## src/rtl/pipe_reg_chain.sv

```systemverilog
`default_nettype none
// ============================================================================
// Module      : pipe_reg_chain
// Description : DEPTH-stage valid/ready register pipeline with a
//               combinational ready chain (no skid buffer), per-stage
//               flush, hazard-bubble insertion and a registered occupancy
//               count.
//
// Ports       : clk           - rising-edge clock
//               reset_b       - asynchronous active-low reset
//               in_valid      - upstream payload valid
//               in_data       - upstream payload [WIDTH]
//               in_ready      - stage 0 accepts this cycle
//               insert_bubble - inject an invalid entry into stage 0
//               flush         - per-stage kill [DEPTH]
//               out_valid     - valid bit of stage DEPTH-1
//               out_data      - payload of stage DEPTH-1 [WIDTH]
//               out_ready     - downstream consumer accepts
//               occupancy     - number of valid stages (registered)
//
// Revision    : 1.0 - initial release
// ============================================================================
module pipe_reg_chain #(
    parameter int WIDTH = 64,
    parameter int DEPTH = 4
) (
    input  logic                           clk,
    input  logic                           reset_b,
    input  logic                           in_valid,
    input  logic [WIDTH-1:0]               in_data,
    output logic                           in_ready,
    input  logic                           insert_bubble,
    input  logic [DEPTH-1:0]               flush,
    output logic                           out_valid,
    output logic [WIDTH-1:0]               out_data,
    input  logic                           out_ready,
    output logic [$clog2(DEPTH+1)-1:0]     occupancy
);

    localparam int c_occ_w = $clog2(DEPTH + 1);

    // Stage registers
    logic [DEPTH-1:0]   r_valid;
    logic [WIDTH-1:0]   r_data [DEPTH];
    logic [c_occ_w-1:0] r_occupancy;

    // Combinational next-state
    logic [DEPTH-1:0]   w_adv;
    logic               w_adv_carry;
    logic [DEPTH-1:0]   w_valid_nxt;
    logic [WIDTH-1:0]   w_data_nxt [DEPTH];
    logic               w_src_valid;
    logic [WIDTH-1:0]   w_src_data;
    logic [c_occ_w-1:0] w_occ_nxt;

    // Ready chain, walked from the output side back to stage 0. A stage
    // advances if it is empty or the stage after it advances. Flush does not
    // enter this chain: a stage feeding a flushed stage still counts as
    // having handed its item over.
    always_comb begin
        w_adv       = '0;
        w_adv_carry = out_ready;
        for (int i = DEPTH - 1; i >= 0; i--) begin
            w_adv[i]    = w_adv_carry | ~r_valid[i];
            w_adv_carry = w_adv[i];
        end
    end

    // Next-state, walked from stage 0 upward. w_src_* carries the contents
    // of the stage below (or the upstream port for stage 0). Invalid
    // entries always carry zero data so bubbles behave as NOPs.
    always_comb begin
        w_valid_nxt = r_valid;
        w_data_nxt  = r_data;
        w_src_valid = in_valid & ~insert_bubble;
        w_src_data  = in_data;
        w_occ_nxt   = '0;
        for (int i = 0; i < DEPTH; i++) begin
            if (flush[i]) begin
                w_valid_nxt[i] = 1'b0;
                w_data_nxt[i]  = '0;
            end else if (w_adv[i]) begin
                w_valid_nxt[i] = w_src_valid;
                w_data_nxt[i]  = w_src_valid ? w_src_data : '0;
            end
            w_src_valid = r_valid[i];
            w_src_data  = r_data[i];
            w_occ_nxt   = w_occ_nxt + c_occ_w'(w_valid_nxt[i]);
        end
    end

    always_ff @(posedge clk or negedge reset_b) begin
        if (!reset_b) begin
            r_valid     <= '0;
            r_occupancy <= '0;
            for (int i = 0; i < DEPTH; i++) begin
                r_data[i] <= '0;
            end
        end else begin
            r_valid     <= w_valid_nxt;
            r_occupancy <= w_occ_nxt;
            for (int i = 0; i < DEPTH; i++) begin
                r_data[i] <= w_data_nxt[i];
            end
        end
    end

    assign in_ready  = w_adv[0] & ~insert_bubble;
    assign out_valid = r_valid[DEPTH-1];
    assign out_data  = r_data[DEPTH-1];
    assign occupancy = r_occupancy;

endmodule
`default_nettype wire

```

## config.mk

```make
export PLATFORM = sky130hd
export DESIGN_NAME = pipe_reg_chain
export DESIGN_NICKNAME = d
export VERILOG_FILES = /design/src/rtl/pipe_reg_chain.sv
export SDC_FILE = /design/constraint.sdc
export NUM_CORES = 1
export LEC_CHECK = 0
export CAP_MARGIN = 20
export CORE_MARGIN = 1.5
export CORE_UTILIZATION = 50
export DETAILED_ROUTE_END_ITERATION = 8
export HOLD_SLACK_MARGIN = 0.02
export PLACE_DENSITY = 0.83
export SETUP_SLACK_MARGIN = 0.5
export SLEW_MARGIN = 10
export SYNTH_ARGS = -nofsm -noshare
export SYNTH_HDL_FRONTEND = slang
export SYNTH_SLANG_ARGS = --single-unit
```

## constraint.sdc

```tcl
create_clock -name clk -period 2.3 [get_ports clk]
set_clock_uncertainty 0.05 [all_clocks]
set_input_delay 0.345 -clock clk [delete_from_list [all_inputs] [get_ports clk]]
set_output_delay 0.345 -clock clk [all_outputs]
set_load 0.01 [all_outputs]
```

==> flow_summary_export.csv <==
group,metric,value,unit
run_status,outcome,"completed",
sta,post-route-min-period,2.00,ns
layout,fin_nets,1084,
sta,slew_viol_final,0,
setup_path,critical_path_class,"register to register",
pwr,vdd_drop_max,0.594,mV
sta,holdWs,0.319,ns
pwr,internal_power,7.51,mW
pwr,power_switching,1.97,mW
logic_synthesis,yosysTopAreaCell,"dfrtp_1",
clock_tree,clockBufferDepth,3,
logic_synthesis,synth_top_area_share,60.9,%
sta,worst_slack,0.298,ns
sta,finalSetupTns,0,ns
layout,final_common_cell,"dfrtp_1",
grt,grt_max_degree,107,
floorplan,core_area,0.0211,sq mm
pwr,power_density,733,mW/mm^2
grt,grt_pass1_vias,7583,
placement,dp_hpwl,14400,um
setup_path,path_cells,"buf_6 -> nor2b_4 -> nor2b_4 -> nand2b_4 -> fa_1 -> ha_4 -> ha_4",
layout,fillers,1710,
logic_synthesis,yosys_warnings,0,
logic_synthesis,syn_area_per_cell,11.4,sq um
grt,grt_pass1_wl,38900,um
sta,maxSlewHeadroom,34.1,%
hold_path,hold_path_depth,3,
grt,top_usage_layer,"met2",
logic_synthesis,ys_top_cells_by_area,"dfrtp_1 61%, a22o_1 10%, buf_4 5.1%, nand2_1 4.4%, nand4_1 3.7%",
logic_synthesis,ys_ff_latch,263,
drt,wl,24000,um
hold_path,hp-class,"primary input to register",
pwr,p_comb_share,4.4,%
drt,ant_nets,0,
sta,fmax,500,MHz
logic_synthesis,syn-num-nets,1026,
sta,period_share,87.0,%
clock_tree,cts.sinks,263,
sta,rsz0062_at_grt,"yes",
drt,drt_iter0_markers,541,
logic_synthesis,synthDistinctLibCells,28,
pwr,p_seq_share,49.5,%
setup_path,cp_max_fo,2,
floorplan,start_util,51.2,%
grt,antenna_found_initial,0,
setup_path,crit_path_start_kind,"register",
floorplan,row_count,53,
drt,vias,7529,
grt,overflow,0,
job,cap_violations,0,
setup_path,r2r_cells,7,
clock_tree,worst_skew_pair.late_latency,0.52,ns
clock_tree,cts-htree-levels,1,
floorplan,dieArea,0.0225,sq mm
grt,grt_usage,21.7,%
sta,setup_viol,0,
setup_path,cp.arrival,2.36,ns
placement,gp_congestion,0.800,
setup_path,slowest_stage,"fa_1",
grt,met1_usage,28.9,%
drt,drcViolationCount,0,
clock_tree,clock-root-buffer,"clkbuf_16",
placement,place_ws,-0.228,ns
clock_tree,clkSlewWorstSetupHoldPaths,0.06,ns
drt,first_pass_iters,7,
pwr,p_leak,6.04,nW
layout,final_cell_mix,"261 x dfrtp_1, 128 x nand2_1, 128 x a22o_1, 70 x clkdlybuf4s50_1, 68 x dlygate4sd2_1",
sta,report.final.hold_viol_count,0,
placement,port_buffers,141,
grt,grt_use_met2,36.3,%
pwr,clockPowerShare,46.2,%
grt,grt_use_met3,3.35,%
floorplan,die_h,150,um
floorplan,io_pins,142,
clock_tree,tritoncts.num_buffers,26,
setup_path,max_stage_delay,0.60,ns
sta,tightest_slew,0.989,ns
clock_tree,tritoncts,"built",
logic_synthesis,ys_seq_area_share,60.9,%
pwr,total_power,9.47,mW
setup_path,worstPathRequired,2.66,ns
pwr,p_sw_share,20.8,%
layout,drive_above_1_share,13.6,%
drt,post_drt_wl_per_cell,18.4,um
layout,area_delta_synth_final,19.6,%
logic_synthesis,netlist_instances,950,
layout,diodes,0,
logic_synthesis,syn_area,0.0108,sq mm
floorplan,die_w,150,um
drt,via_per_inst,5.78,
setup_path,endpoint_kind,"register",
## layout make-up
type                       instances  area (sq um)  area share [%]
timing repair buffer             184          1750            13.5
sequential                       263          6590            50.9
clock buffer                      39           781            6.04
multi-input combinational        532          3350            25.9
inverter                           1          3.75          0.0290
tap                              275           344            2.66
clock inverter                     8           118           0.910
## repair_timing
action                                 CTS  global route
setup buffers                            6             3
resized for setup                       79             4
pin swaps                                1             1
setup endpoints to repair               72           134
hold buffers                             2             0
endpoints found under the hold margin   82             0
## kinds of logic (layout without fill, tap and decap cells)
logic type | after synthesis | in the layout | synth area share [%]
fa+ha+maj | 3 | 3 | 0.417
compound gates | 258 | 258 | 17.9
flops | 263 | 263 | 60.9
buf+inv | 155 | 232 | 8.71
simple gates | 271 | 271 | 12.1
## critical path, delay by kind of cell (launching register included)
family / cells / cell delay, ns
buffers and inverters: 1 / 0.12
DFF: 1 / 0.40
and+or+nand+nor: 3 / 0.38
adders and majority gates: 3 / 0.94
## synthesized netlist by cell type (all sizes together)
cell type,instances
and2,1
nor2,4
nand2,128
clkbuf,47
o21ai,64
fa,1
nand2b,4
nand3,64
a22o,128
buf,107
a21oi,65
nor2b,2
a21o,1
nand4,64
dfrtp,263
ha,2
nand4b,1
and4b,1
inv,1
and3b,1
nor3b,1
## worst paths after layout
path                       slack [ns]         from            to
setup / recovery                 0.30   r_valid[3]  occupancy[1]
hold / removal                   0.32   in_data[3]   r_data[195]
setup reg to reg                 0.30   r_valid[3]  occupancy[1]
hold reg to reg                  0.43  r_data[189]   r_data[125]
max in group asynchronous        1.03      reset_b    r_data[73]
min in group asynchronous        0.35      reset_b  out_data[21]
## layer usage
metal	routed length [um]	vias to the layer above
met1	10000	3752
met2	11900	247
li1	-	3478
met5	0	-
met4	607	0
met3	1420	52
## power by group through the flow
stage	Combinational, mW	Clock, mW	Sequential (mW)
floorplan	0.118	0	4.76
CTS	0.414	4.45	4.68
detailed placement	0.406	0	4.77
global route	0.451	4.64	4.69
global placement	0.400	0	4.77
finish	0.412	4.37	4.69
## flip-flops by register name (all words and copies together) (netlist names)
register,cells
r_valid,4
out_data,64
r_data,192
occupancy,3
## metrics by stage
step / instances / cell area [sq um] / util [%]
2_1_floorplan: 950 / 10800 / -
3_3_place_gp: 1244 / 12000 / 56.8
3_5_place_dp: 1244 / 12000 / 56.8
4_1_cts: 1299 / 12900 / 61.1
5_1_grt: 1302 / 12900 / 61.3
6_report: 1302 / 12900 / 61.3
(Power assumes the default switching activity.)
